[src/rtl/step_tempo_scheduler.sv]
// Step-sequencer timebase: clamps the incoming tempo, derives the step period
// with a 32-cycle restoring divider, and runs the play/stop FSM that emits
// step ticks and the running step index.
module step_tempo_scheduler #(
    parameter int CLK_HZ         = 50_000_000,
    parameter int STEPS          = 16,
    parameter int STEPS_PER_BEAT = 4,
    parameter int BPM_MIN        = 30,
    parameter int BPM_MAX        = 300
) (
    input  logic       Clock,
    input  logic       nReset,
    input  logic [9:0] BPM,
    input  logic       play_toggle,
    input  logic       pos_reset,
    output logic       step_tick,
    output logic [3:0] step_idx,
    output logic       playing,
    output logic       div_busy,
    output logic [9:0] bpm_eff
);

    // state      | meaning
    // ST_STOPPED | idle, step index held at 0
    // ST_ARMED   | play requested, waiting for the first valid period
    // ST_PLAYING | counting steps and emitting ticks

    // Wide intermediate so CLK_HZ*60 cannot overflow a 32-bit int.
    localparam logic [63:0] NUM_W     = (64'(CLK_HZ) * 64'd60) / 64'(STEPS_PER_BEAT);
    localparam logic [31:0] NUM       = NUM_W[31:0];
    localparam logic [9:0]  BPM_LO    = 10'(BPM_MIN);
    localparam logic [9:0]  BPM_HI    = 10'(BPM_MAX);
    localparam logic [3:0]  STEP_LAST = 4'(STEPS - 1);

    typedef enum logic [1:0] {
        ST_STOPPED,
        ST_ARMED,
        ST_PLAYING
    } state_t;

    state_t      state_q;
    logic [9:0]  bpm_c;
    logic [9:0]  bpm_eff_q;
    logic        div_busy_q;
    logic [4:0]  div_cnt_q;
    logic [9:0]  rem_q, rem_d;
    logic [31:0] quo_q, quo_d;
    logic [10:0] rem_shift, rem_diff;
    logic [31:0] period_q;
    logic        period_valid_q;
    logic [31:0] period_act_q;
    logic [31:0] tick_cnt_q;
    logic        tick_tc;
    logic        step_tick_q;
    logic [3:0]  step_idx_q;
    logic        playing_q;

    // Clamp the requested tempo into the supported range.
    always_comb begin
        bpm_c = BPM;
        if (BPM < BPM_LO) begin
            bpm_c = BPM_LO;
        end else if (BPM > BPM_HI) begin
            bpm_c = BPM_HI;
        end
    end

    // One restoring-division step; rem_diff[10] is the borrow because the
    // shifted remainder is always below twice the divisor.
    always_comb begin
        rem_shift = {rem_q, quo_q[31]};
        rem_diff  = rem_shift - {1'b0, bpm_eff_q};
        if (!rem_diff[10]) begin
            rem_d = rem_diff[9:0];
            quo_d = {quo_q[30:0], 1'b1};
        end else begin
            rem_d = rem_shift[9:0];
            quo_d = {quo_q[30:0], 1'b0};
        end
    end

    // Tempo change detect and divider sequencing; a running divide always completes.
    always_ff @(posedge Clock) begin
        if (!nReset) begin
            bpm_eff_q      <= '0;
            div_busy_q     <= 1'b0;
            div_cnt_q      <= '0;
            rem_q          <= '0;
            quo_q          <= '0;
            period_q       <= '0;
            period_valid_q <= 1'b0;
        end else if (div_busy_q) begin
            rem_q <= rem_d;
            quo_q <= quo_d;
            if (div_cnt_q == 5'd0) begin
                div_busy_q     <= 1'b0;
                period_q       <= quo_d;
                period_valid_q <= 1'b1;
            end else begin
                div_cnt_q <= div_cnt_q - 5'd1;
            end
        end else if (bpm_c != bpm_eff_q) begin
            bpm_eff_q  <= bpm_c;
            div_busy_q <= 1'b1;
            div_cnt_q  <= 5'd31;
            rem_q      <= '0;
            quo_q      <= NUM;
        end
    end

    assign tick_tc = (tick_cnt_q == period_act_q - 32'd1);

    // Play/stop FSM with step counter; the active period only reloads at step boundaries.
    always_ff @(posedge Clock) begin
        if (!nReset) begin
            state_q      <= ST_STOPPED;
            tick_cnt_q   <= '0;
            period_act_q <= '0;
            step_idx_q   <= '0;
            step_tick_q  <= 1'b0;
            playing_q    <= 1'b0;
        end else begin
            step_tick_q <= 1'b0;
            case (state_q)
                ST_STOPPED: begin
                    if (play_toggle) begin
                        if (period_valid_q) begin
                            state_q      <= ST_PLAYING;
                            playing_q    <= 1'b1;
                            step_tick_q  <= 1'b1;
                            step_idx_q   <= '0;
                            tick_cnt_q   <= '0;
                            period_act_q <= period_q;
                        end else begin
                            state_q <= ST_ARMED;
                        end
                    end
                end
                ST_ARMED: begin
                    if (play_toggle) begin
                        state_q <= ST_STOPPED;
                    end else if (period_valid_q) begin
                        state_q      <= ST_PLAYING;
                        playing_q    <= 1'b1;
                        step_tick_q  <= 1'b1;
                        step_idx_q   <= '0;
                        tick_cnt_q   <= '0;
                        period_act_q <= period_q;
                    end
                end
                ST_PLAYING: begin
                    if (play_toggle) begin
                        state_q    <= ST_STOPPED;
                        playing_q  <= 1'b0;
                        step_idx_q <= '0;
                        tick_cnt_q <= '0;
                    end else if (pos_reset || tick_tc) begin
                        tick_cnt_q  <= '0;
                        step_tick_q <= 1'b1;
                        if (pos_reset || step_idx_q == STEP_LAST) begin
                            step_idx_q <= '0;
                        end else begin
                            step_idx_q <= step_idx_q + 4'd1;
                        end
                        if (tick_tc) begin
                            period_act_q <= period_q;
                        end
                    end else begin
                        tick_cnt_q <= tick_cnt_q + 32'd1;
                    end
                end
                default: begin
                    state_q <= ST_STOPPED;
                end
            endcase
        end
    end

    assign step_tick = step_tick_q;
    assign step_idx  = step_idx_q;
    assign playing   = playing_q;
    assign div_busy  = div_busy_q;
    assign bpm_eff   = bpm_eff_q;

endmodule

[config.mk]
export PLATFORM = sky130hd
export DESIGN_NAME = step_tempo_scheduler
export DESIGN_NICKNAME = d
export VERILOG_FILES = /design/src/rtl/step_tempo_scheduler.sv
export SDC_FILE = /design/constraint.sdc
export NUM_CORES = 1
export LEC_CHECK = 0
export CORE_MARGIN = 1.5
export CORE_UTILIZATION = 62
export CTS_CLUSTER_SIZE = 24
export DETAILED_ROUTE_END_ITERATION = 8
export PLACE_DENSITY = 0.77
export SYNTH_ARGS = -nofsm -noshare
export SYNTH_HDL_FRONTEND = slang
export SYNTH_SLANG_ARGS = --single-unit
[constraint.sdc]
create_clock -name Clock -period 4.4 [get_ports Clock]
set_input_delay 1.1 -clock Clock [delete_from_list [all_inputs] [get_ports Clock]]
set_output_delay 1.1 -clock Clock [all_outputs]
set_load 0.03 [all_outputs]
==> impl_metrics.json, run 1 <==
{
  "status": "complete, no violations",
  "worst_rel_slew_slack_pct": 24.3,
  "htreeDepth": 4,
  "max-cap-violations": 0,
  "main_combinational_cell_family_by_area_after_synthesis": "simple AND/OR/NAND/NOR gates",
  "simple_gate_fraction_of_synth_area_pct": 34.5,
  "vdd_drop_max_uv": 533,
  "synthToLayoutAreaGrowth_pct": 9.91,
  "postSynth.asyncResetShare_pct": 0,
  "cellLeakagePower_nw": 3.70,
  "grt_max_degree": 169,
  "layout_min_cycle_time_ns": 3.75,
  "final-setup-viol-count": 0,
  "portion_of_total_power_attributed_to_sequential_cells_pct": 35.8,
  "power_frac_clock_pct": 32.0,
  "cts_setup_buffers": 0,
  "netlist.top_cell.by_area": "dfxtp_1",
  "drive_gt1_share_pct": 6.16,
  "floorplan.core_area_sq_um": 14500,
  "die_x_um": 125,
  "number_of_antenna_violations_at_the_first_check_in_global_routing": 0,
  "tightest_slew_ns": 1.13,
  "top_reg_cell_synth": "dfxtp_1",
  "postSynthAreaPerCell_sq_um": 8.04,
  "chipHeight_um": 125,
  "gp_congestion": 0.894,
  "routedWlPerCell_um": 15.5,
  "timing_hold_violations_final": 0,
  "synth.cell_area_sq_um": 9240,
  "cts_tree": "done",
  "yosysWarningCount": 0,
  "synth_fa_ha_area_share_pct": 2.36,
  "drcViolationCount": 0,
  "power.internal_mw": 3.14,
  "switching_power_mw": 1.58,
  "routed_via_density": 6.09,
  "fp.dieArea_sq_um": 15700,
  "antenna_cells": 0,
  "netlist_top_cells_count": "dfxtp_1 (163), nand2_1 (150), nand4_1 (109)",
  "io_buffer_count": 30,
  "place.detailed.hpwl_um": 13300,
  "clock_latency_ns": 0.43,
  "ys_seq_elements": 163,
  "synth_xor_xnor_area_share_pct": 8.05,
  "grt_overflow": 0,
  "drt.antenna.violating_nets": 0,
  "cts_sinks": 163,
  "setup_tns_ns": 0,
  "power.density_cell_area_nw_per_um2": 464,
  "post_cts_resize_count": 0,
  "combinational_fraction_of_design_power_pct": 32.2,
  "timing.critical_path.fanout_max": 32,
  "netSwitchingFraction_pct": 33.5,
  "drt_iter0_drc": 670,
  "ioPinCount": 31,
  "synth.mux.area_fraction_pct": 2.38,
  "postSynthNetCount": 1180,
  "gate_count_of_the_mapped_netlist": 1150,
  "number_of_flops_mapped_to_enable_cells_by_yosys": 0,
  "hp-class": "reg2reg",
  "maxSlewViolCount": 0,
  "timing.critical_path.arrival_ns": 4.05,
  "synth-compound-area-share_pct": 12.2,
  "cts-buffers-inserted": 17,
  "finish.utilization_pct": 69.9,
  "cts.hold.buffers_added": 0,
  "kind_of_end_point_of_the_critical_path": "register",
  "number_of_detailed_routing_iterations_run_before_antenna_repair": 5,
  "rsz0062_at_grt": "false",
  "final_net_count": 1153,
  "worst_setup_hold_path_clk_slew_ns": 0.07,
  "grt_pass1_wl_um": 34300,
  "critPathLaunchType": "register",
  "yosysMostFrequentCell": "dfxtp_1",
  "detail_route.wirelength_um": 20500,
  "detailroute.via_count": 8035,
  "required_worst_endpoint_ns": 4.70,
  "grt_pass1_vias": 6948,
  "synth-seq-area-share_pct": 35.3,
  "floorplan.initialDensity_pct": 63.6,
  "period_share_pct": 85.2,
  "post_synth_num_cell_types": 65,
  "core.rowCount": 44,
  "yosys.area.top_type_share_pct": 35.3,
  "timing_worst_setup_path_type": "reg2reg",
  "clk_root_buffer_cell": "clkbuf_16",
  "post_synth_main_area_contributors": "dfxtp_1 (35%), nand4_1 (7.4%), nand2_1 (6.1%)",
  "skew_ns": 0.0119,
  "clk_path_buf_depth": 2,
  "grt_util_all_layers_pct": 26.2,
  "max_freq_ghz": 0.267
}
## critical path, cell delays in order, from the launching register on
cell and delay, ns:
dfxtp_1 0.42, or4_1 0.71, nor4_1 0.55, nand4_1 0.17
a31oi_1 0.19, and4_1 0.23, nand4_2 0.20, nor4_2 0.56
nand2b_1 0.18, buf_4 0.30, o21ai_0 0.12
## kinds of logic (layout without fill, tap and decap cells)
family / count (synthesis) / count (layout)
AOI/OAI and AO/OA: 161 / 161
xor gates and xnor gates: 85 / 85
adders and majority gates: 17 / 17
buffers and inverters: 122 / 108
DFF: 163 / 163
muxes: 22 / 22
and+or+nand+nor: 580 / 580
## per-layer routing
metal / track usage (%) / part of all wire [%]
met1: 37.7 / 48
met4: 7.49 / 1.3
met5: 0 / 0
met2: 40.2 / 46
met3: 4.66 / 4.6
## cell type report
type | instances | area (sq um)
Clock inverter | 13 | 146
Fill cell | 1189 | 4370
Sequential cell | 163 | 3260
Clock buffer | 19 | 453
Tap cell | 184 | 230
Timing Repair Buffer | 46 | 447
Inverter | 30 | 113
Multi-Input combinational cell | 865 | 5510
## registers in the layout, indices dropped and copies added (netlist names)
| name | cells |
|---|---|
| step_idx | 4 |
| quo_q | 32 |
| tick_cnt_q | 32 |
| step_tick | 1 |
| bpm_eff | 10 |
| period_valid_q | 1 |
| period_q | 32 |
| div_busy | 1 |
| state_q | 2 |
| playing | 1 |
| period_act_q | 32 |
| div_cnt_q | 5 |
| rem_q | 10 |
## path summary, 6_finish.rpt
check,to,startpoint,slack [ns],cells past startpoint
min reg2reg,state_q[0],period_valid_q,0.48,1
max reg2reg,step_idx[0],period_act_q[10],0.65,10
max,step_idx[0],period_act_q[10],0.65,10
min,state_q[0],period_valid_q,0.48,1
## metrics by stage
stage	power [mW]	cells	area (sq um)	setup slack (ns)	hold slack [ns]
after global placement	3.20	1288	9560	0.498	0.444
final	4.72	1320	10200	0.652	0.476
after floorplan	2.92	1150	9240	1.09	0.417
after CTS	4.74	1320	10200	0.675	0.477
after detailed placement	3.23	1288	9560	0.450	0.468
after global routing	4.98	1320	10200	0.342	0.492
## power by group through the flow
| stage | clock network, mW | logic (mW) | registers [mW] |
|---|---|---|---|
| floorplan | 0 | 1.24 | 1.68 |
| global placement | 0 | 1.48 | 1.72 |
| detailed placement | 0 | 1.51 | 1.72 |
| CTS | 1.53 | 1.53 | 1.69 |
| global route | 1.58 | 1.70 | 1.70 |
| finish | 1.51 | 1.52 | 1.69 |
## placed cells by master, fill, tap and decap left out, types with 8 or more instances in the layout
cell type and count:
a21oi_1 11, buf_4 14, nor2_1 70, and2_1 39, nor4_1 12, xor2_1 33, nand2_1 150, clkbuf_16 17
nand4b_1 35, a21boi_0 38, nor3_1 21, nand3_1 55, clkdlybuf4s50_1 29, or3_1 8, and4_1 8, dfxtp_1 162
nor2b_1 13, o21ai_0 44, ha_1 15, xnor2_1 52, nand4_1 109, o311a_1 13, nand2b_1 16, mux2i_1 22
inv_1 30, and3_1 10
No activity file was read; power rests on OpenSTA's default activity.
==> run 2: changes to the inputs <==
--- a/config.mk
+++ b/config.mk
@@ -10,6 +10,7 @@
 export CTS_CLUSTER_SIZE = 24
 export DETAILED_ROUTE_END_ITERATION = 8
 export PLACE_DENSITY = 0.77
+export SLEW_MARGIN = 30
 export SYNTH_ARGS = -nofsm -noshare
 export SYNTH_HDL_FRONTEND = slang
 export SYNTH_SLANG_ARGS = --single-unit
==> constraint.sdc (replaced) <==
create_clock -name Clock -period 4.3 [get_ports Clock]
set_input_delay 1.075 -clock Clock [delete_from_list [all_inputs] [get_ports Clock]]
set_output_delay 1.075 -clock Clock [all_outputs]
set_load 0.03 [all_outputs]
==> run 2 against run 1 <==
  * Cell count up 0.30%
  * Hold slack worse by 0.027 ns
  * Combinational power up 3%
  * Largest cell class unchanged
  * Largest power group unchanged
==> impl_metrics.json, run 2 (same netlist as run 1, synthesis figures left out) <==
{
  "io_buffer_count": 30,
  "synthToLayoutAreaGrowth_pct": 10.5,
  "layout_min_cycle_time_ns": 3.82,
  "hp-class": "reg2reg",
  "max-cap-violations": 0,
  "cellLeakagePower_nw": 3.74,
  "grt_pass1_wl_um": 35100,
  "grt_overflow": 0,
  "tightest_slew_ns": 0.889,
  "max_freq_ghz": 0.262,
  "critPathTopFamily": "simple AND/OR/NAND/NOR gates",
  "cts.hold.buffers_added": 0,
  "grt_max_degree": 158,
  "place.detailed.hpwl_um": 13700,
  "core.rowCount": 44,
  "chipHeight_um": 125,
  "drt.antenna.violating_nets": 0,
  "die_x_um": 125,
  "routedWlPerCell_um": 15.6,
  "antenna_cells": 0,
  "fp.dieArea_sq_um": 15700,
  "final-setup-viol-count": 0,
  "maxSlewViolCount": 0,
  "power.density_cell_area_nw_per_um2": 479,
  "kind_of_end_point_of_the_critical_path": "register",
  "postLayoutCellArea_sq_um": 10200,
  "final_common_cell": "dfxtp_1",
  "timing_worst_setup_path_type": "reg2reg",
  "detailroute.via_count": 8092,
  "fin_hold_ws_ns": 0.450,
  "gp_congestion": 0.904,
  "rsz0062_at_grt": "false",
  "mostFrequentLayoutCells": "dfxtp_1 (162), nand2_1 (149), nand4_1 (109), nor2_1 (70), nand3_1 (55)",
  "post_cts_resize_count": 0,
  "worst_setup_hold_path_clk_slew_ns": 0.06,
  "number_of_antenna_violations_at_the_first_check_in_global_routing": 0,
  "final_net_count": 1157,
  "cts-buffers-inserted": 17,
  "drcViolationCount": 0,
  "setup_tns_ns": 0,
  "cpMaxStageDelayCell": "or4_1",
  "drive_gt1_share_pct": 6.58,
  "finalWorstSetupSlack_ns": 0.482,
  "floorplan.core_area_sq_um": 14500,
  "vdd_drop_max_uv": 836,
  "clock_latency_ns": 0.44,
  "worst_rel_slew_slack_pct": 40.7,
  "critPathLaunchType": "register",
  "required_worst_endpoint_ns": 4.61,
  "detail_route.wirelength_um": 20600,
  "grt_pass1_vias": 7143,
  "floorplan.initialDensity_pct": 63.6,
  "critical_path.max_stage_delay_ns": 0.71,
  "cts_setup_buffers": 0,
  "placed_cell_area_sq_um": 9590,
  "ioPinCount": 31,
  "totalPowerFinal_mw": 4.89,
  "clk_path_buf_depth": 2,
  "period_share_pct": 88.8,
  "timing_hold_violations_final": 0,
  "timing.critical_path.fanout_max": 31,
  "dp_worst_setup_slack_ns": 0.328,
  "routed_via_density": 6.11,
  "cp_cell_sequence": "or4_1, nor4_1, a41oi_1, a31oi_1, and4_1, nand4_2, nor4_2, nand2b_1, buf_4, o21ai_0",
  "htreeDepth": 4,
  "timing.critical_path.arrival_ns": 4.13,
  "number_of_detailed_routing_iterations_run_before_antenna_repair": 4,
  "grt_util_all_layers_pct": 26.7,
  "cts_sinks": 163,
  "timing.critical_path.buf_inv": 1,
  "skew_ns": 0.0100,
  "status": "complete, no violations",
  "drt_iter0_drc": 625,
  "cts_tree": "done",
  "clk_root_buffer_cell": "clkbuf_16"
}
## run 2: cell types whose count changed in the layout (fill, tap and decap cells not counted)
cell        before  now
inv_6            4    5
clkinv_2         1    2
clkinvlp_4       5    2
nand2_2          0    1
nand2_1        150  149
buf_4           14   18
bufinv_16        2    3
## run 2: layout make-up
cell class | instances | area (sq um)
clock buffer | 19 | 453
clock inverter | 13 | 168
fill | 1191 | 4320
inverter | 30 | 113
multi-input combinational | 865 | 5510
sequential | 163 | 3260
tap | 184 | 230
timing repair buffer | 50 | 477
## run 2: where the power goes
part	leakage [nW]	switching, mW	internal, mW
sequential	1.32	0.120	1.61
combinational	2.11	0.855	0.706
clock	0.301	0.644	0.952
total	3.74	1.62	3.27
## run 2: path summary, 6_finish.rpt
kind | startpoint | end | slack [ns] | depth (start not counted)
max | period_act_q[10] | step_idx[0] | 0.48 | 10
min | bpm_eff[9] | bpm_eff[9] | 0.45 | 2
max reg2reg | period_act_q[10] | step_idx[0] | 0.48 | 10
min reg2reg | bpm_eff[9] | bpm_eff[9] | 0.45 | 2
## run 2: worst min-delay path, cell delays in order (launching register included)
cell     delay, ns
dfxtp_1       0.33
nand2_1       0.06
nor2_1        0.03
## run 2: layer usage
layer  vias to the layer above  wire length (um)  share of wire, %  global-route usage [%]
met5                         -                 0                 0                       0
met4                         0               328               1.6                    8.56
met3                        25               599               2.9                    4.66
met2                       118              9520                46                    41.1
met1                      3863             10100                49                    38.3
li1                       4086                 -                 -                       -
## run 2: per-stage QoR
stage,instances,util (%)
3_3_place_gp,1292,66.0
6_report,1324,70.3
3_5_place_dp,1292,66.0
5_1_grt,1324,70.3
4_1_cts,1324,70.3
2_1_floorplan,1150,-
